## src/rtl/axi_tb_pkg.sv

```systemverilog
// ----------------------------------------------------------------------------
// axi_tb_pkg
// Shared definitions for the AXI read-request generator slice:
//   - AXI response encodings
//   - rd_req_t: one outstanding read burst (beats-1 and ID)
//   - bit indices of the sticky error vector
//   - FSM state type of the AR issue path
// ----------------------------------------------------------------------------
package axi_tb_pkg;

    localparam logic [1:0] AXI_RESP_OKAY   = 2'b00;
    localparam logic [1:0] AXI_RESP_EXOKAY = 2'b01;
    localparam logic [1:0] AXI_RESP_SLVERR = 2'b10;
    localparam logic [1:0] AXI_RESP_DECERR = 2'b11;

    // IDs are stored zero-extended to this width, so any AXI_ID_W up to
    // this value shares one tracking record type.
    localparam int unsigned RD_REQ_ID_W = 16;

    typedef struct packed {
        logic [3:0]             len;
        logic [RD_REQ_ID_W-1:0] id;
    } rd_req_t;

    localparam int unsigned ERR_RESP  = 0;
    localparam int unsigned ERR_ID    = 1;
    localparam int unsigned ERR_UNEXP = 2;
    localparam int unsigned ERR_LAST  = 3;

    typedef enum logic {
        ST_IDLE,
        ST_ADDR
    } mst_state_e;

endpackage

```

## src/rtl/axi_ostd_fifo.sv

```systemverilog
// ----------------------------------------------------------------------------
// axi_ostd_fifo
// In-order tracking FIFO for outstanding read bursts.
// Ports:
//   aclk, aresetn   clock, asynchronous active-low reset
//   push, push_data write one entry (ignored when full unless popping)
//   pop             retire the head entry (ignored when empty)
//   head            oldest entry (valid when !empty)
//   full, empty     occupancy flags
// Same-cycle push and pop are allowed whenever the FIFO is not empty.
// DEPTH must be a power of two, >= 2.
// ----------------------------------------------------------------------------
module axi_ostd_fifo #(
    parameter int unsigned DEPTH = 4,
    parameter type         T     = logic [7:0]
) (
    input  logic aclk,
    input  logic aresetn,
    input  logic push,
    input  T     push_data,
    input  logic pop,
    output T     head,
    output logic full,
    output logic empty
);

    localparam int unsigned PTR_W = $clog2(DEPTH);

    T                 mem [DEPTH];
    logic [PTR_W-1:0] wr_ptr;
    logic [PTR_W-1:0] rd_ptr;
    logic [PTR_W:0]   count;
    logic             do_push;
    logic             do_pop;

    assign full    = (count == (PTR_W+1)'(DEPTH));
    assign empty   = (count == '0);
    assign do_pop  = pop & ~empty;
    assign do_push = push & (~full | do_pop);
    assign head    = mem[rd_ptr];

    always_ff @(posedge aclk) begin
        if (do_push) begin
            mem[wr_ptr] <= push_data;
        end
    end

    // Power-of-two depth lets the pointers wrap naturally.
    always_ff @(posedge aclk or negedge aresetn) begin
        if (!aresetn) begin
            wr_ptr <= '0;
            rd_ptr <= '0;
            count  <= '0;
        end else begin
            if (do_push) wr_ptr <= wr_ptr + 1'b1;
            if (do_pop)  rd_ptr <= rd_ptr + 1'b1;
            case ({do_push, do_pop})
                2'b10:   count <= count + 1'b1;
                2'b01:   count <= count - 1'b1;
                default: count <= count;
            endcase
        end
    end

endmodule

```

## src/rtl/axi_mst_rd_gen.sv

```systemverilog
// ----------------------------------------------------------------------------
// axi_mst_rd_gen
// AXI3-style read-request generator. Converts a command stream into INCR AR
// bursts, consumes R beats, tracks outstanding bursts in order and raises
// sticky error flags.
// Ports:
//   aclk, aresetn                 clock, asynchronous active-low reset
//   in_cmd_*/out_cmd_ready        command stream (addr, len = beats-1, id)
//   out_ar*/in_arready            AR channel
//   in_r*/out_rready              R channel; in_rstall requests back-pressure
//   out_rd_ostd                   bursts accepted on AR but not yet retired
//   out_done_cnt                  retired bursts, wrapping
//   out_err                       sticky: [0] resp!=OKAY, [1] id mismatch,
//                                 [2] beat with nothing outstanding,
//                                 [3] rlast misplaced
// Build option AXI_MST_RLAST_CHK_EN:
//   defined   -> bursts retire on beat count, rlast placement is checked
//   undefined -> bursts retire on the rlast beat, err[3] is tied 0
// ----------------------------------------------------------------------------
module axi_mst_rd_gen
    import axi_tb_pkg::*;
#(
    parameter int unsigned AXI_ADDR_W      = 32,
    parameter int unsigned AXI_ID_W        = 4,
    parameter int unsigned MST_OSTDREQ_NUM = 4,
    parameter int unsigned DONE_CNT_W      = 16
) (
    input  logic                                aclk,
    input  logic                                aresetn,
    input  logic                                in_cmd_valid,
    output logic                                out_cmd_ready,
    input  logic [AXI_ADDR_W-1:0]               in_cmd_addr,
    input  logic [3:0]                          in_cmd_len,
    input  logic [AXI_ID_W-1:0]                 in_cmd_id,
    output logic                                out_arvalid,
    input  logic                                in_arready,
    output logic [AXI_ADDR_W-1:0]               out_araddr,
    output logic [3:0]                          out_arlen,
    output logic [AXI_ID_W-1:0]                 out_arid,
    input  logic                                in_rvalid,
    output logic                                out_rready,
    input  logic [AXI_ID_W-1:0]                 in_rid,
    input  logic [1:0]                          in_rresp,
    input  logic                                in_rlast,
    input  logic                                in_rstall,
    output logic [$clog2(MST_OSTDREQ_NUM):0]    out_rd_ostd,
    output logic [DONE_CNT_W-1:0]               out_done_cnt,
    output logic [3:0]                          out_err
);

    mst_state_e state;
    logic       cmd_hs;
    logic       ar_hs;
    logic       beat;
    logic       head_beat;
    logic       at_last;
    logic       retire;
    logic       last_err;
    logic       fifo_full;
    logic       fifo_empty;
    logic [3:0] beat_cnt;
    rd_req_t    push_req;
    rd_req_t    head_req;
    logic [RD_REQ_ID_W-1:0] rid_ext;

    // FIFO occupancy always equals out_rd_ostd, so its flags stand in for
    // the rd_ostd<N and rd_ostd!=0 tests.
    assign out_cmd_ready = (state == ST_IDLE) & ~fifo_full;
    assign cmd_hs        = in_cmd_valid & out_cmd_ready;
    assign ar_hs         = out_arvalid & in_arready;
    assign beat          = in_rvalid & out_rready;
    assign head_beat     = beat & ~fifo_empty;
    assign rid_ext       = RD_REQ_ID_W'(in_rid);
    assign at_last       = (beat_cnt == head_req.len);

`ifdef AXI_MST_RLAST_CHK_EN
    assign retire   = head_beat & at_last;
    assign last_err = head_beat & (in_rlast != at_last);
`else
    assign retire   = head_beat & in_rlast;
    assign last_err = 1'b0;
`endif

    assign push_req.len = out_arlen;
    assign push_req.id  = RD_REQ_ID_W'(out_arid);

    axi_ostd_fifo #(
        .DEPTH (MST_OSTDREQ_NUM),
        .T     (rd_req_t)
    ) u_ostd_fifo (
        .aclk      (aclk),
        .aresetn   (aresetn),
        .push      (ar_hs),
        .push_data (push_req),
        .pop       (retire),
        .head      (head_req),
        .full      (fifo_full),
        .empty     (fifo_empty)
    );

    // AR issue FSM; AR outputs hold steady while waiting for arready.
    always_ff @(posedge aclk or negedge aresetn) begin
        if (!aresetn) begin
            state       <= ST_IDLE;
            out_arvalid <= 1'b0;
            out_araddr  <= '0;
            out_arlen   <= '0;
            out_arid    <= '0;
        end else begin
            case (state)
                ST_IDLE: begin
                    if (cmd_hs) begin
                        out_araddr  <= in_cmd_addr;
                        out_arlen   <= in_cmd_len;
                        out_arid    <= in_cmd_id;
                        out_arvalid <= 1'b1;
                        state       <= ST_ADDR;
                    end
                end
                ST_ADDR: begin
                    if (in_arready) begin
                        out_arvalid <= 1'b0;
                        state       <= ST_IDLE;
                    end
                end
                default: begin
                    out_arvalid <= 1'b0;
                    state       <= ST_IDLE;
                end
            endcase
        end
    end

    // R tracking: beats with nothing outstanding only raise err[2].
    always_ff @(posedge aclk or negedge aresetn) begin
        if (!aresetn) begin
            out_rready   <= 1'b0;
            out_rd_ostd  <= '0;
            out_done_cnt <= '0;
            out_err      <= '0;
            beat_cnt     <= '0;
        end else begin
            out_rready <= ~in_rstall;

            case ({ar_hs, retire})
                2'b10:   out_rd_ostd <= out_rd_ostd + 1'b1;
                2'b01:   out_rd_ostd <= out_rd_ostd - 1'b1;
                default: out_rd_ostd <= out_rd_ostd;
            endcase

            if (retire) begin
                beat_cnt     <= '0;
                out_done_cnt <= out_done_cnt + 1'b1;
            end else if (head_beat) begin
                beat_cnt <= beat_cnt + 4'd1;
            end

            if (head_beat) begin
                if (in_rresp != AXI_RESP_OKAY) out_err[ERR_RESP] <= 1'b1;
                if (rid_ext != head_req.id)    out_err[ERR_ID]   <= 1'b1;
            end
            if (beat & fifo_empty) out_err[ERR_UNEXP] <= 1'b1;
            if (last_err)          out_err[ERR_LAST]  <= 1'b1;
        end
    end

endmodule

```

## config.mk

```make
export PLATFORM = sky130hd
export DESIGN_NAME = axi_mst_rd_gen
export DESIGN_NICKNAME = d
export VERILOG_FILES = /design/src/rtl/axi_tb_pkg.sv /design/src/rtl/axi_ostd_fifo.sv /design/src/rtl/axi_mst_rd_gen.sv
export SDC_FILE = /design/constraint.sdc
export NUM_CORES = 1
export LEC_CHECK = 0
export ABC_AREA = 1
export ABC_CLOCK_PERIOD_IN_PS = 3600
export BUFFER_PORTS_ARGS = -buffer_cell sky130_fd_sc_hd__clkbuf_2
export CORE_ASPECT_RATIO = 0.6
export CORE_UTILIZATION = 55
export DETAILED_ROUTE_END_ITERATION = 12
export MAX_ROUTING_LAYER = met4
export PLACE_DENSITY = 0.79
export REMOVE_ABC_BUFFERS = 1
export SLEW_MARGIN = 20
export SYNTH_ARGS = -nofsm -noshare
export SYNTH_HDL_FRONTEND = slang
export SYNTH_HIERARCHICAL = 1
export SYNTH_SLANG_ARGS = --single-unit
```

## constraint.sdc

```tcl
create_clock -name aclk -period 3.6 [get_ports aclk]
set_input_delay 0.72 -clock aclk [delete_from_list [all_inputs] [get_ports aclk]]
set_output_delay 0.72 -clock aclk [all_outputs]
set_load 0.05 [all_outputs]
```

**Word-level counts from Yosys, hierarchy flattened**

Memory sizes are Yosys's and may differ from the RTL's.
Index checks and enable logic that the tools add are counted.

- Add/subtract/negate cells: 7
- Multipliers: 0
- Div/mod/pow operators: 0
- Order comparisons: 0
- Equality and inequality tests: 8
- Shift-type cells: 0
- Muxes and demuxes: 10
- Bitwise gates (word level): 14
- Reduce and logical (&&, ||, !) cells: 8

Operator list:

| cell | number |
|---|---|
| adder 16 x 1 -> 16 bit, second input constant | 1 |
| inequality test 4 x 16 -> 1 bit | 1 |
| one-hot mux 3 bit (2 select lines) | 2 |
| AND 1 bit | 9 |
| AND reduction 2 bit | 4 |
| adder 3 x 1 -> 3 bit, second input constant | 2 |
| 2-to-1 mux 1 bit | 6 |
| nonzero test 2 bit | 3 |
| subtractor 3 x 1 -> 3 bit, second input constant | 2 |
| adder 2 x 1 -> 2 bit, second input constant | 2 |
| == test 2 x 1 -> 1 bit, second input constant | 2 |
| == test 2 bit, second input constant | 2 |
| inequality test 2 bit, second input constant | 2 |
| NOT 1 bit | 4 |
| one-hot mux 1 bit (2 select lines) | 2 |
| == test 3 bit, second input constant | 1 |
| logical NOT 3 bit | 1 |
| OR 1 bit | 1 |

- Bits in registers: 72
- Latch bits: 0
- RAM bits: 32
- Bits in read-only memories: 0
- Input bits: 53
- Output and inout port bits: 66
- Word-level logic and storage cells: 62
- Memories kept: 1

Memory list:

| name | words | bits a word | rd ports | clocked after memory_dff | write ports | RTL line | RTL |
|---|---|---|---|---|---|---|---|
| u_ostd_fifo.mem | 4 | 8 | 1 | 0 | 1 | axi_ostd_fifo.sv:29 | `T mem [DEPTH];` |

**Depth between registers and ports, before layout**

Gate-level depths: netlist (run 1).

- Depth after elaboration: 9
- Depth in mapped cells: 12
- Gate-level depth less buffers: 11

**Cells and area by module**

The synthesis (run 1) kept the hierarchy.

Modules (own cells, without submodules):

| module | instances | cells each | area an instance (um^2) | sequential area each (um^2) |
|---|---|---|---|---|
| axi_ostd_fifo | 1 | 250 | 3402.0 | 2577.5 |
| axi_mst_rd_gen | 1 | 279 | 2947.8 | 1626.6 |

**Worst setup path before layout (run 1)**

Ideal clock, no wire load.

- Path kind: register to register
- From: reg out_rready
- To: mem u_ostd_fifo/mem[0][0] (netlist bit), enable pin
- Setup time: 0.397 ns
- Data arrival time: 2.290 ns
- Data required time: 3.203 ns
- Slack: 0.913 ns
- Stages on the path, launching flop included: 5
- Path buffers: 0
- Clock period less this slack: 2.687 ns
- Cells stage by stage: dfrtp_1 > nand2_1 > nor3_4 > o21ai_4 > nor2_1

- Cells in the longest elaborated chain, start to end: 8

Ends and longest elaborated chain:

| element | RTL line | RTL |
|---|---|---|
| from (decl) | axi_mst_rd_gen.sv:41 | `output logic out_rready,` |
| from (signal assigned) | axi_mst_rd_gen.sv:143 | `out_rready <= ~in_rstall;` |
| AND 1 bit | axi_mst_rd_gen.sv:71 | `assign beat = in_rvalid & out_rready;` |
| AND 1 bit | axi_mst_rd_gen.sv:72 | `assign head_beat = beat & ~fifo_empty;` |
| AND 1 bit | axi_mst_rd_gen.sv:80 | `assign retire = head_beat & in_rlast;` |
| named net retire | axi_mst_rd_gen.sv:57 | `logic retire;` |
| AND 1 bit | axi_ostd_fifo.sv:38 | `assign do_pop = pop & ~empty;` |
| OR 1 bit | axi_ostd_fifo.sv:39 | `assign do_push = push & (~full \| do_pop);` |
| AND 1 bit | axi_ostd_fifo.sv:39 |  |
| 2-to-1 mux 1 bit | axi_ostd_fifo.sv:43 | `if (do_push) begin` |
| 2-to-1 mux 1 bit (implied by the code) | axi_ostd_fifo.sv:44 | `mem[wr_ptr] <= push_data;` |
| to (decl) | axi_ostd_fifo.sv:29 |  |

The timed path passes the listed nets, and every way through them passes these cells.

**Worst setup path after layout (run 1)**

- From: reg u_ostd_fifo.count[2]
- To: reg u_ostd_fifo.count[2]

- Cells in the longest elaborated chain, start to end: 9
- Elaborated cells between the ends (all ways): 15
- Classes of those cells: add/sub: 2; eq/ne: 3; mux: 1; bitwise: 7; reduce/logical: 2

Ends and longest elaborated chain:

| element | RTL line | RTL |
|---|---|---|
| from (decl) | axi_ostd_fifo.sv:32 | `logic [PTR_W:0] count;` |
| from (signal assigned) | axi_ostd_fifo.sv:58 | `2'b10: count <= count + 1'b1;` |
| from (signal assigned) | axi_ostd_fifo.sv:59 | `2'b01: count <= count - 1'b1;` |
| from (signal assigned) | axi_ostd_fifo.sv:60 | `default: count <= count;` |
| logical NOT 3 bit * | axi_ostd_fifo.sv:37 | `assign empty = (count == '0);` |
| named net fifo_empty | axi_mst_rd_gen.sv:60 | `logic fifo_empty;` |
| NOT 1 bit * | axi_mst_rd_gen.sv:72 |  |
| AND 1 bit * | axi_mst_rd_gen.sv:72 |  |
| AND 1 bit * | axi_mst_rd_gen.sv:80 |  |
| named net retire | axi_mst_rd_gen.sv:57 |  |
| AND 1 bit * | axi_ostd_fifo.sv:38 |  |
| OR 1 bit | axi_ostd_fifo.sv:39 |  |
| AND 1 bit | axi_ostd_fifo.sv:39 |  |
| == test 2 x 1 -> 1 bit / == test 2 bit (equally long branches) | axi_ostd_fifo.sv:57 | `case ({do_push, do_pop})` |
| one-hot mux 3 bit (2 select lines) / nonzero test 2 bit (equally long branches) | - |  |

The timed path passes the listed nets; every way through them passes the cells marked *.
A chain may end at the register's enable or synchronous reset.

==> results.yml, run 1 <==
die:
  die_h_um: 81.37
  initial_core_util_pct: 57.63
  core_mm2: 0.01002
  io_pins: 119
  die_w_um: 134.3
  die-area_mm2: 0.01093
  row_count: 28
layout:
  finalNetCount: 726
  syn_to_final_growth_pct: 25.20
  diodes: 0
  nFillCells: 743
  drive_gt1_share_pct: 31.27
timing:
  timing.final.crit_share_pct: 72.66
  max_freq_mhz: 382.3
  setup_viol: 0
  clock_skew_ps: 9.597
  maxSlewViolCount: 0
  fin_setup_tns_ps: 0
  max_slew_margin_pct: 37.63
  min_period_ps: 2616
  hold_viol_final: 0
  grt_setup_unrepaired: "no"
  tightest_slew_ps: 932.2
critical_path:
  r2r_slack_ps: 980
  r2r_start: "u_ostd_fifo/count[2]"
  required_ps: 3950
  crit_path_start_kind: "flop"
  timing_worst_setup_path_type: "reg2reg"
  r2r_end: "u_ostd_fifo/count[2]"
  reg2reg_depth: 11
  worstSetupEndpointType: "flop"
  crit_fanout: 12
  arrival_ps: 2960
pwr:
  power_frac_seq_pct: 35.8
  power_frac_clock_pct: 24.4
  switching_share_pct: 42.38
  p_leak_nw: 3.342
  power_w: 0.006775
  p_int_w: 0.003904
  peakVddDrop_mv: 0.7510
  p_per_area_mw_per_mm2: 937.1
  combPwrFrac_pct: 39.8
  switching_power_w: 0.002871
synthesis:
  synthCells: 493
  yosys_warnings: 6
  netlist_area_mm2: 0.005774
  avgSynthCellArea_um2: 11.71
routing:
  wl_um: 11900
  drtAntennaViolNets: 0
  drt_iter0_drc: 196
  via_count: 3991
  wire_per_inst_um: 14.63
  via_per_inst: 4.909
  drc_errors: 0
  drt_first_pass_iters: 6
min_path:
  min_path_type: "in2async"
place:
  routabilityCongestion: 0.8132
  portBuffers: 117
  dp_hpwl_um: 8147
clocking:
  cts-resized-gates: 0
  cts_hold_buf: 0
  cts_tree: "yes"
  htreeDepth: 4
  post_cts_buffers: 0
  clk_pin_slew_worst_paths_ps: 60
  numCtsBuffers: 17
  clk_latency_ps: 410
  cts-root-buf: "clkbuf_16"
  cts_sinks: 136
  clk_path_buf_depth: 2
outcome:
  status: "finished, final reports clean"
global_routing:
  grt_pass1_wl_um: 19170
  gr-total-overflow: 0
  grt_max_degree: 73
  grt_antenna_before_repair: 0
  grt_usage_pct: 24.23
  grt_pass1_vias: 4053
run:
  cap_violations: 0
==> registers in the layout, summed over array words and instances, names as in the netlist <==
register / cells
u_ostd_fifo/mem: 64
out_araddr: 32
out_done_cnt: 16
out_arid: 4
out_arlen: 4
out_err: 3
out_rd_ostd: 3
u_ostd_fifo/count: 3
u_ostd_fifo/rd_ptr: 2
u_ostd_fifo/wr_ptr: 2
out_arvalid: 1
out_rready: 1
state: 1
==> worst max-delay path, stage by stage (launching register included) <==
cell	delay [ps]
dfrtp_1	400
inv_1	90
nand2_2	140
inv_1	120
nor3_4	600
nand3_1	280
fa_1	460
inv_1	100
nand4_1	120
nand3_1	110
nand2_1	60
inv_1	60
==> cells in the final DEF (no fill, tap or decap), types with 2 or more instances in the layout <==
master and n:
clkbuf_2 116, o21ai_0 39, a21oi_1 3, nor2_1 58, nor2_2 5, mux2_2 41
inv_1 51, fa_1 2, nand2_1 70, o22ai_1 16, nand2_4 2, ha_1 6
clkbuf_1 2, clkinv_4 4, buf_4 6, clkbuf_16 20, dfrtp_1 72, nand4_1 4
clkinv_2 4, nand2_2 6, xnor2_1 8, conb_1 49, nand3_1 14, xor2_1 5
edfxtp_1 64
==> per-layer routing <==
metal	global-route usage (%)	share of wire (%)	routed length (um)	up-vias
li1	-	-	-	1945
met1	30.81	46	5427	1907
met2	39.27	49	5781	129
met3	4.682	5.1	609	10
met4	9.101	0.65	77	0
met5	-	0	0	-
==> power by group through the flow <==
stage | logic, W | registers [W] | clock network (W)
floorplan | 0.00100 | 0.00340 | 0
global placement | 0.00262 | 0.00241 | 0
detailed placement | 0.00270 | 0.00244 | 0
CTS | 0.00272 | 0.00243 | 0.00168
global route | 0.00290 | 0.00248 | 0.00175
finish | 0.00270 | 0.00243 | 0.00165
==> worst max path at each step <==
stage | startpoint | end | slack, ps | cells past startpoint
finish | u_ostd_fifo/count[2] | u_ostd_fifo/count[2] | 980 | 11
global route | u_ostd_fifo/count[2] | u_ostd_fifo/count[2] | 810 | 11
CTS | u_ostd_fifo/count[2] | u_ostd_fifo/count[2] | 1030 | 11
detailed placement | in_rvalid | u_ostd_fifo/count[2] | 920 | 10
global placement | in_rlast | out_rd_ostd[1] | 1040 | 6
floorplan | out_rready | u_ostd_fifo/mem[0][0] | 1090 | 4
==> layout make-up <==
class	count	area [um2]	share of cell area (%)
Clock buffer	23	521.8	7.217
Clock inverter	9	61.31	0.8480
Inverter	52	195.2	2.700
Multi-Input combinational cell	336	1933	26.74
Sequential cell	136	3724	51.51
Tap cell	135	168.9	2.336
Timing Repair Buffer	122	625.6	8.654
==> metrics by stage <==
| step | instance area [um2] | hold slack [ps] | std cells | worst slack (ps) | utilization [%] |
|---|---|---|---|---|---|
| 2_1_floorplan | 5852 | 424.4 | 524 | 1087 | - |
| 5_1_grt | 7229 | 486.1 | 813 | 809.1 | 72.15 |
| 4_1_cts | 7229 | 475.9 | 813 | 1032 | 72.15 |
| 3_5_place_dp | 6646 | 464.6 | 781 | 915.6 | 66.33 |
| 3_3_place_gp | 6646 | 445.9 | 781 | 1035 | 66.33 |
| 6_report | 7229 | 426.2 | 813 | 984.2 | 72.15 |
No activity file was read; power rests on OpenSTA's default activity.
==> run 2: changes to the inputs <==
--- a/config.mk
+++ b/config.mk
@@ -6,13 +6,13 @@
 export NUM_CORES = 1
 export LEC_CHECK = 0
 export ABC_AREA = 1
-export ABC_CLOCK_PERIOD_IN_PS = 3600
+export ABC_CLOCK_PERIOD_IN_PS = 2200
 export BUFFER_PORTS_ARGS = -buffer_cell sky130_fd_sc_hd__clkbuf_2
 export CORE_ASPECT_RATIO = 0.6
-export CORE_UTILIZATION = 55
+export CORE_UTILIZATION = 51
 export DETAILED_ROUTE_END_ITERATION = 12
 export MAX_ROUTING_LAYER = met4
-export PLACE_DENSITY = 0.79
+export PLACE_DENSITY = 0.77
 export REMOVE_ABC_BUFFERS = 1
 export SLEW_MARGIN = 20
 export SYNTH_ARGS = -nofsm -noshare
==> constraint.sdc (replaced) <==
create_clock -name aclk -period 2.2 [get_ports aclk]
set_input_delay 0.44 -clock aclk [delete_from_list [all_inputs] [get_ports aclk]]
set_output_delay 0.44 -clock aclk [all_outputs]
set_load 0.05 [all_outputs]
==> run 2 against run 1 <==
Net effect: clock power up 59%; sequential share of layout area down 0.53 points; sequential cell count unchanged; critical path depth down 2; highest routed layer unchanged; core utilization down 4.4 points.
==> results.yml, run 2 (synthesis results as in run 1) <==
outcome:
  status: "finished, final reports clean"
timing:
  tightest_slew_ps: 505.0
  clock_skew_ps: 12.32
  setup_viol: 0
  hold_viol_final: 0
  maxSlewViolCount: 0
  setup_ws_ps: 173.8
  max_slew_margin_pct: 66.30
  grt_setup_unrepaired: "no"
  min_period_ps: 2026
  max_freq_mhz: 493.5
  timing.final.crit_share_pct: 92.10
pwr:
  p_per_area_mw_per_mm2: 1519
  power_w: 0.01110
  p_leak_nw: 3.375
  peakVddDrop_mv: 1.138
global_routing:
  grt_max_degree: 54
  grt_usage_pct: 22.38
  grt_pass1_vias: 4003
  gr-total-overflow: 0
  grt_pass1_wl_um: 19620
  grt_antenna_before_repair: 0
layout:
  finalNetCount: 733
  layout_commonest_cell: "clkbuf_2"
  drive_gt1_share_pct: 32.41
  largest_reg_flops: 64
  largestRegisters: "u_ostd_fifo/mem x64, out_araddr x32, out_done_cnt x16"
  seq_area_mm2: 0.003724
  syn_to_final_growth_pct: 26.50
  nFillCells: 800
  final_cell_mix: "clkbuf_2 (116), dfrtp_1 (72), nand2_1 (70)"
  regMostFlops: "u_ostd_fifo/mem"
  multiInputGateArea_mm2: 0.001936
  design_area_mm2: 0.007305
  diodes: 0
place:
  portBuffers: 117
  place_area_mm2: 0.006731
  routabilityCongestion: 0.8591
  dp_hpwl_um: 8267
  pre_cts_ws_ps: 143.2
critical_path:
  r2r_start: "u_ostd_fifo/count[0]"
  r2r_slack_ps: 170
  cpPeakStageDelay_ps: 420
  crit_start: "u_ostd_fifo/count[0]"
  critPathSlowestCell: "dfrtp_1"
  worstSetupEndpointType: "flop"
  crit_buf_inv: 1
  timing_worst_setup_path_type: "reg2reg"
  crit_fanout: 5
  required_ps: 2480
  crit_family: "adder cells"
  arrival_ps: 2310
  crit_path_start_kind: "flop"
  worstPathCellList: "nor2_2 > nand2_2 > inv_2 > nor3_4 > ha_1 > fa_1 > a21oi_1 > o21ai_0 > xnor2_1"
die:
  initial_core_util_pct: 53.58
  die-area_mm2: 0.01177
  die_h_um: 84.42
  io_pins: 119
  row_count: 29
  die_w_um: 139.4
  core_mm2: 0.01078
clocking:
  clk_latency_ps: 410
  post_cts_buffers: 0
  cts_sinks: 136
  cts_tree: "yes"
  clk_path_buf_depth: 2
  clk_pin_slew_worst_paths_ps: 60
  numCtsBuffers: 17
  htreeDepth: 4
  cts-root-buf: "clkbuf_16"
min_path:
  min_path_type: "in2reg"
  min-delay-start: "in_rstall"
routing:
  via_per_inst: 4.840
  via_count: 3988
  wire_per_inst_um: 14.49
  drt_first_pass_iters: 4
  drt_iter0_drc: 179
  wl_um: 11940
  drc_errors: 0
  drtAntennaViolNets: 0
run:
  cap_violations: 0
run 2: cell types whose count changed in the layout (fill, tap and decap cells not counted), moves of 3 or more:
| cell | delta |
|---|---|
| buf_12 | +3 |
| clkinv_2 | -3 |
| inv_6 | +5 |
| clkbuf_16 | -3 |
run 2: path summary, 6_finish.rpt:
| check | end | cells past startpoint |
|---|---|---|
| max | out_rd_ostd[2] | 9 |
| max reg2reg | out_rd_ostd[2] | 9 |
| min in group asynchronous | out_done_cnt[10] | 2 |
| min | out_rready | 2 |
| max in group asynchronous | u_ostd_fifo/count[2] | 3 |
| min reg2reg | out_err[1] | 2 |
run 2: power by group:
group	total, W	switching, W	leakage (nW)	internal (W)
Sequential	0.00392	0.000455	1.44	0.00347
Combinational	0.00454	0.00322	1.66	0.00132
Clock	0.00263	0.00115	0.280	0.00149
run 2: final cells by class:
class                           count  area share [%]
Multi-Input combinational cell    336           26.50
Clock inverter                     15           1.850
Timing Repair Buffer              129           9.798
Tap cell                          139           2.381
Clock buffer                       17           5.824
Inverter                           52           2.672
Sequential cell                   136           50.98
run 2: per-stage QoR:
stage / util (%) / hold WS (ps) / std cells / TNS, ps
floorplan: - / 144.4 / 524 / -20310
global placement: 62.46 / 417.0 / 791 / 0
global route: 67.78 / 161.3 / 824 / 0
detailed placement: 62.46 / 423.4 / 791 / 0
finish: 67.78 / 171.2 / 824 / 0
CTS: 67.76 / 151.7 / 824 / 0
run 2: metal layers:
metal  global-route usage (%)  vias to the layer above  routed length (um)
li1                         -                     1956                   -
met1                    29.16                     1924                5632
met2                    35.31                      104                5761
met3                    4.906                        4                 508
met4                    6.869                        0                  42
met5                        -                        -                   0
run 2: worst register-to-register path, stage by stage (launching register included):
cell	delay, ps
dfrtp_1	420
nor2_2	170
nand2_2	120
inv_2	110
nor3_4	60
ha_1	220
fa_1	390
a21oi_1	140
o21ai_0	130
xnor2_1	150
run 2: what timing repair did:
action,CTS,global route
hold buffers,1,0
endpoints found under the setup margin,0,2
endpoints found under the hold margin,19,0
gates resized for setup,0,2
==> run 3: changes to the inputs <==
--- a/config.mk
+++ b/config.mk
@@ -7,12 +7,12 @@
 export LEC_CHECK = 0
 export ABC_AREA = 1
 export ABC_CLOCK_PERIOD_IN_PS = 2200
-export BUFFER_PORTS_ARGS = -buffer_cell sky130_fd_sc_hd__clkbuf_2
-export CORE_ASPECT_RATIO = 0.6
-export CORE_UTILIZATION = 51
+export CORE_MARGIN = 5
+export CORE_UTILIZATION = 55
 export DETAILED_ROUTE_END_ITERATION = 12
+export DONT_BUFFER_PORTS = 1
 export MAX_ROUTING_LAYER = met4
-export PLACE_DENSITY = 0.77
+export PLACE_DENSITY = 0.73
 export REMOVE_ABC_BUFFERS = 1
 export SLEW_MARGIN = 20
 export SYNTH_ARGS = -nofsm -noshare
==> run 3 against run 2 <==
Net effect: non-clock buffer count is 96 lower; clock power grew 4%; die area up 7.5%; largest cell class unchanged; final cell count decreased by 12%; core utilization down 0.82 points; clock-buffer cell count up 2; worst hold slack lost 120 ps; clock skew is 5.9 ps lower; critical path type unchanged; routed wire length down 4.8%; worst setup slack gained 9.6 ps; first-iteration DRC count grew 7.8%; sequential cell count unchanged.
==> results.yml, run 3 (synthesis results as in run 1) <==
pwr:
  p_leak_nw: 2.986
  peakVddDrop_mv: 1.117
  p_per_area_mw_per_mm2: 1567
critical_path:
  worstPathCellList: "nor2_2 > nand2_2 > inv_2 > nor3_4 > ha_1 > fa_1 > a21oi_1 > o21ai_0 > xnor2_1"
  crit_path_start_kind: "flop"
  arrival_ps: 2390
  timing_worst_setup_path_type: "reg2reg"
  critPathSlowestCell: "dfrtp_1"
  crit_fanout: 5
  cpPeakStageDelay_ps: 420
  worstSetupEndpointType: "flop"
  required_ps: 2570
timing:
  maxSlewViolCount: 0
  tightest_slew_ps: 628.2
  max_freq_mhz: 495.9
  timing.final.crit_share_pct: 91.66
  hold_slack_ps: 48.91
  setup_viol: 0
  min_period_ps: 2017
  grt_setup_unrepaired: "no"
  max_slew_margin_pct: 58.12
  clock_skew_ps: 6.468
  hold_viol_final: 0
die:
  die-area_mm2: 0.01265
  io_pins: 119
  row_count: 37
  die_h_um: 112.5
  initial_core_util_pct: 56.18
  core_mm2: 0.01028
  die_w_um: 112.5
global_routing:
  grt_pass1_wl_um: 19290
  grt_usage_pct: 19.69
  grt_pass1_vias: 3975
  gr-total-overflow: 0
  grt_antenna_before_repair: 0
  grt_max_degree: 73
place:
  routabilityCongestion: 0.8145
  dp_hpwl_um: 7715
  place_area_mm2: 0.006260
  portBuffers: 0
layout:
  regMostFlops: "u_ostd_fifo/mem"
  design_area_mm2: 0.006882
  final_cell_mix: "dfrtp_1 (72), nand2_1 (70), edfxtp_1 (64)"
  drive_gt1_share_pct: 20.20
  syn_to_final_growth_pct: 19.18
  largestRegisters: "u_ostd_fifo/mem x64, out_araddr x32, out_done_cnt x16"
  finalNetCount: 637
  layout_commonest_cell: "dfrtp_1"
  largest_reg_flops: 64
  diodes: 0
clocking:
  cts_tree: "yes"
  post_cts_buffers: 0
  htreeDepth: 4
  cts_sinks: 136
  clk_pin_slew_worst_paths_ps: 60
  numCtsBuffers: 17
  clk_latency_ps: 510
  clk_path_buf_depth: 2
  cts-root-buf: "clkbuf_8"
min_path:
  min_path_type: "in2reg"
routing:
  drc_errors: 0
  wl_um: 11370
  wire_per_inst_um: 15.69
  drt_first_pass_iters: 4
  drtAntennaViolNets: 0
  via_count: 3692
  via_per_inst: 5.092
  drt_iter0_drc: 193
run:
  cap_violations: 0
outcome:
  status: "finished, final reports clean"
-- run 3: cell type report --
| class | count | area, um2 |
|---|---|---|
| sequential | 136 | 3724 |
| clock inverter | 13 | 152.6 |
| multi-input combinational | 336 | 1933 |
| timing repair buffer | 33 | 285.3 |
| tap | 136 | 170.2 |
| inverter | 52 | 195.2 |
| clock buffer | 19 | 421.7 |
| fill | 769 | 3396 |
-- run 3: timing repair --
item                       in CTS  in global routing
hold buffers                    3                  0
resized for setup               0                  1
setup endpoints to repair       0                  2
hold endpoints to repair       73                  0
-- run 3: per-stage QoR --
stage | TNS (ps) | utilization (%) | setup WS (ps) | total power (W) | cells
2_1_floorplan | -20310 | - | -313.5 | 0.007203 | 524
6_report | 0 | 66.96 | 183.4 | 0.01079 | 725
5_1_grt | 0 | 66.96 | 31.01 | 0.01135 | 725
4_1_cts | 0 | 66.96 | 109.4 | 0.01086 | 725
3_5_place_dp | 0 | 60.91 | 144.9 | 0.008047 | 690
3_3_place_gp | 0 | 60.91 | 200.4 | 0.007932 | 690
-- run 3: path summary, 6_finish.rpt --
path / from / endpoint / slack (ps) / cells past startpoint
setup / recovery: u_ostd_fifo/count[0] / out_rd_ostd[2] / 180 / 9
hold reg to reg: u_ostd_fifo/count[0] / u_ostd_fifo/count[0] / 530 / 1
setup reg to reg: u_ostd_fifo/count[0] / out_rd_ostd[2] / 180 / 9
min in group asynchronous: aresetn / u_ostd_fifo/rd_ptr[0] / 470 / 2
max in group asynchronous: aresetn / out_arid[2] / 1420 / 2
hold / removal: in_arready / state / 50 / 1
-- run 3: where the power goes --
| group | leakage [nW] | internal [W] | total, W | switching [W] |
|---|---|---|---|---|
| clock network | 0.275 | 0.00172 | 0.00273 | 0.00102 |
| logic | 1.27 | 0.00106 | 0.00267 | 0.00161 |
| registers | 1.44 | 0.00344 | 0.00538 | 0.00194 |
-- run 3: per-layer routing --
layer | up-vias | part of all wire (%) | GRT usage [%]
li1 | 1762 | - | -
met1 | 1795 | 42 | 24.11
met2 | 121 | 50 | 30.43
met3 | 14 | 7.1 | 7.062
met4 | 0 | 1.5 | 6.971
met5 | - | 0 | -
-- run 3: worst max-delay path: cells and delay by family (launching register included) --
kind / cells / cell delay, ps
simple gates: 3 / 360
xor+xnor: 1 / 140
buf+inv: 1 / 110
compound gates: 2 / 250
flops: 1 / 420
fa+ha+maj: 2 / 610
